[src/rtl/aes_round_key_reverse_buffer.sv]
// Stores the NR+1 forward-order AES round keys from key expansion and replays
// them in reverse order (NR..0) for every block of the inverse cipher.
module aes_round_key_reverse_buffer #(
  parameter int NR    = 10,
  parameter int KEY_W = 128
) (
  input  logic             clk,
  input  logic             reset,
  input  logic             clear,
  input  logic             wr_valid,
  input  logic [KEY_W-1:0] wr_key,
  output logic             wr_ready,
  input  logic             rd_ready,
  output logic             rd_valid,
  output logic [KEY_W-1:0] rd_key,
  output logic [3:0]       rd_round,
  output logic             block_done,
  output logic             keys_loaded
);

  // count must be able to hold NR+1 once the set is complete
  localparam int CW = $clog2(NR + 2);
  localparam logic [CW-1:0] LAST_WR = CW'(NR);
  localparam logic [3:0]    TOP_RND = 4'(NR);

  typedef enum logic {LOAD, SERVE} state_t;

  state_t          state, state_next;
  logic [CW-1:0]   count, count_next;
  logic [3:0]      ptr, ptr_next;
  logic            done_next;
  logic            wr_fire, rd_fire;
  logic [KEY_W-1:0] mem [NR+1];

  assign wr_ready    = (state == LOAD);
  assign keys_loaded = (state == SERVE);
  assign rd_valid    = (state == SERVE);
  assign wr_fire     = wr_valid && wr_ready;
  assign rd_fire     = rd_valid && rd_ready;

  // Zero-latency read port; outputs are forced to zero outside SERVE.
  assign rd_key   = rd_valid ? mem[ptr] : '0;
  assign rd_round = rd_valid ? ptr : 4'd0;

  // NOTE: the key storage has no reset; a stale entry is never visible because
  // rd_valid only rises after all NR+1 entries have been rewritten.
  always_ff @(posedge clk) begin
    if (wr_fire && !clear) mem[count] <= wr_key;
  end

  // NOTE: every signal gets its default first so no path leaves it unassigned
  // and no latch is inferred.
  always_comb begin
    state_next = state;
    count_next = count;
    ptr_next   = ptr;
    done_next  = 1'b0;
    if (clear) begin
      state_next = LOAD;
      count_next = '0;
      ptr_next   = TOP_RND;
    end else begin
      case (state)
        LOAD: begin
          if (wr_fire) begin
            count_next = count + 1'b1;
            if (count == LAST_WR) begin
              state_next = SERVE;
              ptr_next   = TOP_RND;
            end
          end
        end
        SERVE: begin
          if (rd_fire) begin
            if (ptr == 4'd0) begin
              ptr_next  = TOP_RND;
              done_next = 1'b1;
            end else begin
              ptr_next = ptr - 4'd1;
            end
          end
        end
        default: state_next = LOAD;
      endcase
    end
  end

  // NOTE: sequential state uses non-blocking assignments so every register
  // samples the pre-edge values computed above.
  always_ff @(posedge clk or posedge reset) begin
    if (reset) begin
      state      <= LOAD;
      count      <= '0;
      ptr        <= TOP_RND;
      block_done <= 1'b0;
    end else begin
      state      <= state_next;
      count      <= count_next;
      ptr        <= ptr_next;
      block_done <= done_next;
    end
  end

endmodule

[config.mk]
export PLATFORM = sky130hd
export DESIGN_NAME = aes_round_key_reverse_buffer
export DESIGN_NICKNAME = d
export VERILOG_FILES = /design/src/rtl/aes_round_key_reverse_buffer.sv
export SDC_FILE = /design/constraint.sdc
export NUM_CORES = 1
export LEC_CHECK = 0
export BUFFER_PORTS_ARGS = -buffer_cell sky130_fd_sc_hd__buf_4
export CORE_MARGIN = 2
export CORE_UTILIZATION = 52
export CTS_CLUSTER_SIZE = 10
export DETAILED_ROUTE_END_ITERATION = 7
export PLACE_DENSITY = 0.69
export SLEW_MARGIN = 20
export SYNTH_ARGS = -nofsm -noshare
export SYNTH_HDL_FRONTEND = slang
export SYNTH_SLANG_ARGS = --single-unit
[constraint.sdc]
create_clock -name clk -period 5.49 [get_ports clk]
set_input_delay 0.8235 -clock clk [delete_from_list [all_inputs] [get_ports clk]]
set_output_delay 0.8235 -clock clk [all_outputs]
set_load 0.02 [all_outputs]
## Word-level counts from Yosys, hierarchy flattened

Memory sizes are Yosys's and may differ from the RTL's.
Index checks and enable logic that the tools add are counted.

| storage, ports and cells | value |
|---|---|
| bits in writable memories | 1408 |
| output and inout port bits | 136 |
| flip-flop bits (word level) | 10 |
| memories kept | 1 |

| cells by class | value |
|---|---|
| bitwise operators | 1 |
| $add $sub $neg | 2 |
| equality and inequality tests | 5 |
| multiplexer cells | 21 |
| reductions and logical operators | 8 |

Memories:

| memory | depth | bits a word | read ports | clocked after memory_dff | write ports | RTL line | text |
|---|---|---|---|---|---|---|---|
| mem | 11 | 128 | 1 | 0 | 1 | 33 | `logic [KEY_W-1:0] mem [NR+1];` |

Operator list:

| kind | number |
|---|---|
| $mux 128 | 1 |
| $mux 4 | 9 |
| $mux 1 | 10 |
| $ne 3x2->1 const B | 3 |
| $pmux 4 s2 | 1 |
| $add 4x1->4 const B | 1 |
| $eq 4x4->1 const B | 1 |
| $logic_not 4->1 | 1 |
| $sub 4x1->4 const B | 1 |
| $logic_and 1x1->1 | 3 |
| $reduce_and 3->1 | 1 |
| $ne 2x2->1 const B | 1 |
| $reduce_and 2->1 | 1 |
| $reduce_bool 2->1 | 1 |
| $logic_not 1->1 | 1 |
| $not 1->1 | 1 |

## Longest topological paths before layout

| depth | value |
|---|---|
| depth after elaboration | 5 |
| mapped depth | 10 |
| gate-level depth less buffers | 6 |

## Worst setup path before layout

No wires, ideal clock.

| timing path | value |
|---|---|
| path type | input-to-reg |
| start point | in clear |
| end point | mem mem[4][0], enable pin |
| library setup time | 0.502 ns |
| required time | 4.988 ns |
| data arrival time | 4.427 ns |
| stages | 3 |
| setup slack | 0.561 ns |
| path through | clkbuf_1 nor4b_1 and2_1 |

| between the ends | value |
|---|---|
| longest elaborated chain between the ends | 4 |

RTL lines:

| item | RTL line | text |
|---|---|---|
| from (decl) | 9 | `input logic clear,` |
| $logic_not 1->1 | 48 | `if (wr_fire && !clear) mem[count] <= wr_key;` |
| $logic_and 1x1->1 | 48 |  |
| $mux 1 | 48 |  |
| $mux 1 (implied by the code) | 48 |  |
| to (decl) | 33 |  |

No other way between the ends.

## Worst setup path in the final report

| timing path | value |
|---|---|
| start point | reg ptr[1] |
| end point | out rd_key[95] |

| between the ends | value |
|---|---|
| longest elaborated chain between the ends | 2 |

RTL lines:

| item | RTL line | text |
|---|---|---|
| from (decl) | 30 | `logic [3:0] ptr, ptr_next;` |
| from (signal assigned) | 99 | `ptr <= ptr_next;` |
| $mem_v2 11x128 | n/a |  |
| $mux 128 | 42 | `assign rd_key = rd_valid ? mem[ptr] : '0;` |
| to (decl) | 15 | `output logic [KEY_W-1:0] rd_key,` |

No other way between the ends.

==> results.txt <==
- Data on the critical path arrives at its endpoint at 3750 ps.
* Highest cell delay on the worst timing path: 1060 ps
- Commonest cells post-synth: 1408 x sky130_fd_sc_hd__edfxtp_1, 641 x sky130_fd_sc_hd__mux2i_1, 256 x sky130_fd_sc_hd__a22oi_1
- The placed instances occupy a cell area of 0.05840 sq mm.
- Half-perimeter wire length after detailed placement: 65.27 mm
* Area growth, synth to finish: 14.16%
- Starting DRT DRC Count: 2492
- The number of nets handed over by synthesis was 3218.
- For this design the static power due to leakage is 19.60 nW.
* Setup repair after global routing missed its margin: false
- Proportion of register bits with asynchronous set or reset after synthesis: 0.7052%
* Buffer depth of the longest clock path: 3
- Top-level I/O count: 269
* Routability congestion estimate from global placement: 0.7625
- CTS tree: done
- Once placement completed, the tool counted placed cells totaling 4625.
- Data required time at the worst endpoint: 4670 ps
- The initial antenna violation count was 10.
* Overall fraction of global-route tracks in use: 23.35%
* Critical Path End Type: output pin
- In this run, distinct cell masters in the synthesized netlist total 41.
* Core footprint: 0.1051 sq mm
* Post-synthesis cell area: 0.05508 sq mm
- The tree is rooted in a sky130_fd_sc_hd__clkbuf_16.
* Post-CTS setup-driven buffer insertion count: 0
- After detailed routing, the number of vias per cell comes to 6.017.
* Cts bufs inserted: 162
* Resize count post-CTS: 0
- Wire length of the first global-routing pass: 186.6 mm
- Worst max-slew margin expressed relative to the limit: 23.41%
* Share of synthesized area occupied by flip-flops and latches: 77.22%
* Most frequent cell on the critical path: sky130_fd_sc_hd__buf_4
- The min-delay analysis places its worst path in the category input pin to async pin.
- Following the worst setup path forward leads to its endpoint at rd_key[95].
* Initial Util: 52.40%
- After detailed routing, the number of remaining DRC violations is 0.
- In this run the critical register-to-register path is captured at mem[2][117].
- Among all flip-flop cells after synthesis, the most frequent one is sky130_fd_sc_hd__edfxtp_1.
- In this run the worst setup path begins at ptr[1].
* Final standard cell count with taps included and fillers excluded: 4830
- Biggest area contributors in the synthesized netlist: sky130_fd_sc_hd__edfxtp_1 77%, sky130_fd_sc_hd__mux2i_1 12%, sky130_fd_sc_hd__a22oi_1 3.5%
- The slowest stage of the critical path is the sky130_fd_sc_hd__dfstp_4 cell.
- Pin slew with the least headroom to its limit: 1149 ps
- Synthesized instance count: 3080
- In this run the register-to-register setup slack is 2210 ps.
- The critical path is of the flop to output pin type.
- Setup crit start kind: flop
- Overflow left after global routing: 0
* Port bufs: 268
- Share of cells above drive strength 1: 15.93%
- Clock latency on the worst-skew pair: 760 ps
- Counting flops with a built-in enable in the synthesized netlist gives 1408.
- The first detailed-routing pass ran for 5 iterations.
- For this run, the top clock speed supported by timing is 218.6 MHz.
- Tmin final: 4575 ps
- Status: completed
- Worst r2r path cells: 5
- The H-tree was split into 4 levels.
* Setup total negative slack: 0 ps
* Portion of synthesized cell area occupied by the leading cell type: 76.76%
- Slack of the critical path: 914.7 ps
- Max Cap Viol: 0
* Origin of the critical flop-to-flop path: keys_loaded
- Final Hold Violating Endpoints: 0
- Entering global routing, the biggest net connects 129 pins.
- Gate family responsible for the most delay along the worst path: flip-flops
- Summed over all instances, the cell type with the most area after synthesis is sky130_fd_sc_hd__edfxtp_1.
- Maximum fanout count along the critical path: 61
* Syn. warnings: 0
* Total Nets Final: 3536
- Share of the cycle needed by the critical path after routing: 83.34%
* Die span in y: 329.5 um
- The number of global-route vias before repair was 29243.
- WL per Instance: 26.33 um
* Worst setup slack after placement: 1687 ps
- Routed Wire Length: 127.2 mm
* Fillers: 7603
* Total stage count of the critical path: 6
- The clock drives 1418 sinks.
- The floorplan has 119 rows.
* Clock Skew: 22.25 ps
- Final Max Slew Viols: 0
- Clock-pin slew reported for the worst setup and hold paths after clock tree synthesis: 60 ps
- Final setup violation count: 0
- Remaining antenna violation count: 0
* Worst ir drop on vdd: 277.9 uV
- #FFs+latches synth: 1418
* Power density over cell area: 346.1 mW/mm^2
- Most repeated cell in the gate-level netlist after synthesis: sky130_fd_sc_hd__edfxtp_1
- Fin area: 0.06289 sq mm
* Die Area: 0.1086 sq mm
- Hold repair after CTS inserted 0 buffers.
* Overall via count from detail_route: 29064
- Dividing the synthesized area by the synthesized cell count gives 17.88 sq um.
- From left edge to right edge, the die measures 329.5 um.
- The signal on the critical path passes through and2_4 > buf_4 > a22oi_1 > nand2_1 > o22ai_1 > buf_4.
- The critical path contains buffers and inverters numbering 2 combined.
-- flip-flops by register name (all words and copies together), names as in the netlist --
| name | count |
|---|---|
| mem | 1408 |
| count | 4 |
| ptr | 4 |
| block_done | 1 |
| keys_loaded | 1 |
-- how the worst min path moves through the flow --
| stage | slack [ps] | startpoint | cells after the start | endpoint |
|---|---|---|---|---|
| final | 60 | reset | 2 | count[2] |
| after global routing | 60 | reset | 2 | count[0] |
| after CTS | 20 | reset | 2 | count[2] |
| after detailed placement | 560 | ptr[3] | 2 | ptr[3] |
| after global placement | 540 | ptr[3] | 2 | ptr[3] |
| after floorplan | 520 | ptr[3] | 2 | ptr[3] |
-- report_power, final --
group          total, mW  internal, mW  switching [mW]
logic              0.351         0.104           0.247
registers           12.1          12.0          0.0241
clock network       9.36          5.50            3.87
-- metrics by stage --
step	util (%)	hold WS, ps	power (mW)
2_1_floorplan	-	516.0	12.37
3_3_place_gp	55.56	542.8	12.59
3_5_place_dp	55.56	559.2	12.62
4_1_cts	59.81	18.81	21.91
5_1_grt	59.82	60.59	22.35
6_report	59.82	58.78	21.77
-- logic make-up after synthesis --
| group | after synthesis | share of synthesized area, % |
|---|---|---|
| XOR/XNOR | 3 | 0.04771 |
| AO/OA/AOI/OAI | 520 | 6.221 |
| multiplexers | 641 | 11.65 |
| flip-flops | 1418 | 77.22 |
| adder cells (fa/ha/maj) | 5 | 0.1136 |
| AND/OR/NAND/NOR | 298 | 2.185 |
| buffers and inverters | 195 | 2.569 |
-- per-layer routing --
metal	vias up	wire [um]	global-route usage, %
li1	12821	-	-
met1	15000	53260	32.17
met2	1044	62230	38.13
met3	189	9135	4.715
met4	10	2492	6.433
met5	-	63	0
-- layout make-up --
cell class	count	area, sq um	share of cell area (%)
Sequential cell	1418	42540	67.65
Inverter	7	26.28	0.04178
Tap cell	1391	1740	2.768
Antenna cell	5	12.51	0.01990
Timing Repair Buffer	342	2893	4.600
Clock buffer	184	4285	6.814
Clock inverter	16	185.2	0.2945
Multi-Input combinational cell	1467	11200	17.81
-- placed cells by master, fill, tap and decap left out, types with 12 or more instances in the layout --
master | Yosys | final
sky130_fd_sc_hd__buf_4 | 6 | 316
sky130_fd_sc_hd__a22oi_1 | 256 | 256
sky130_fd_sc_hd__o22ai_1 | 127 | 127
sky130_fd_sc_hd__edfxtp_1 | 1408 | 1408
sky130_fd_sc_hd__and2_4 | 0 | 12
sky130_fd_sc_hd__clkbuf_16 | 0 | 169
sky130_fd_sc_hd__nor2_1 | 137 | 136
sky130_fd_sc_hd__clkbuf_1 | 54 | 15
sky130_fd_sc_hd__mux2i_1 | 641 | 641
sky130_fd_sc_hd__nand2_1 | 132 | 131
sky130_fd_sc_hd__a21oi_1 | 131 | 131
sky130_fd_sc_hd__buf_12 | 22 | 26
No activity file was read; power rests on OpenSTA's default activity.
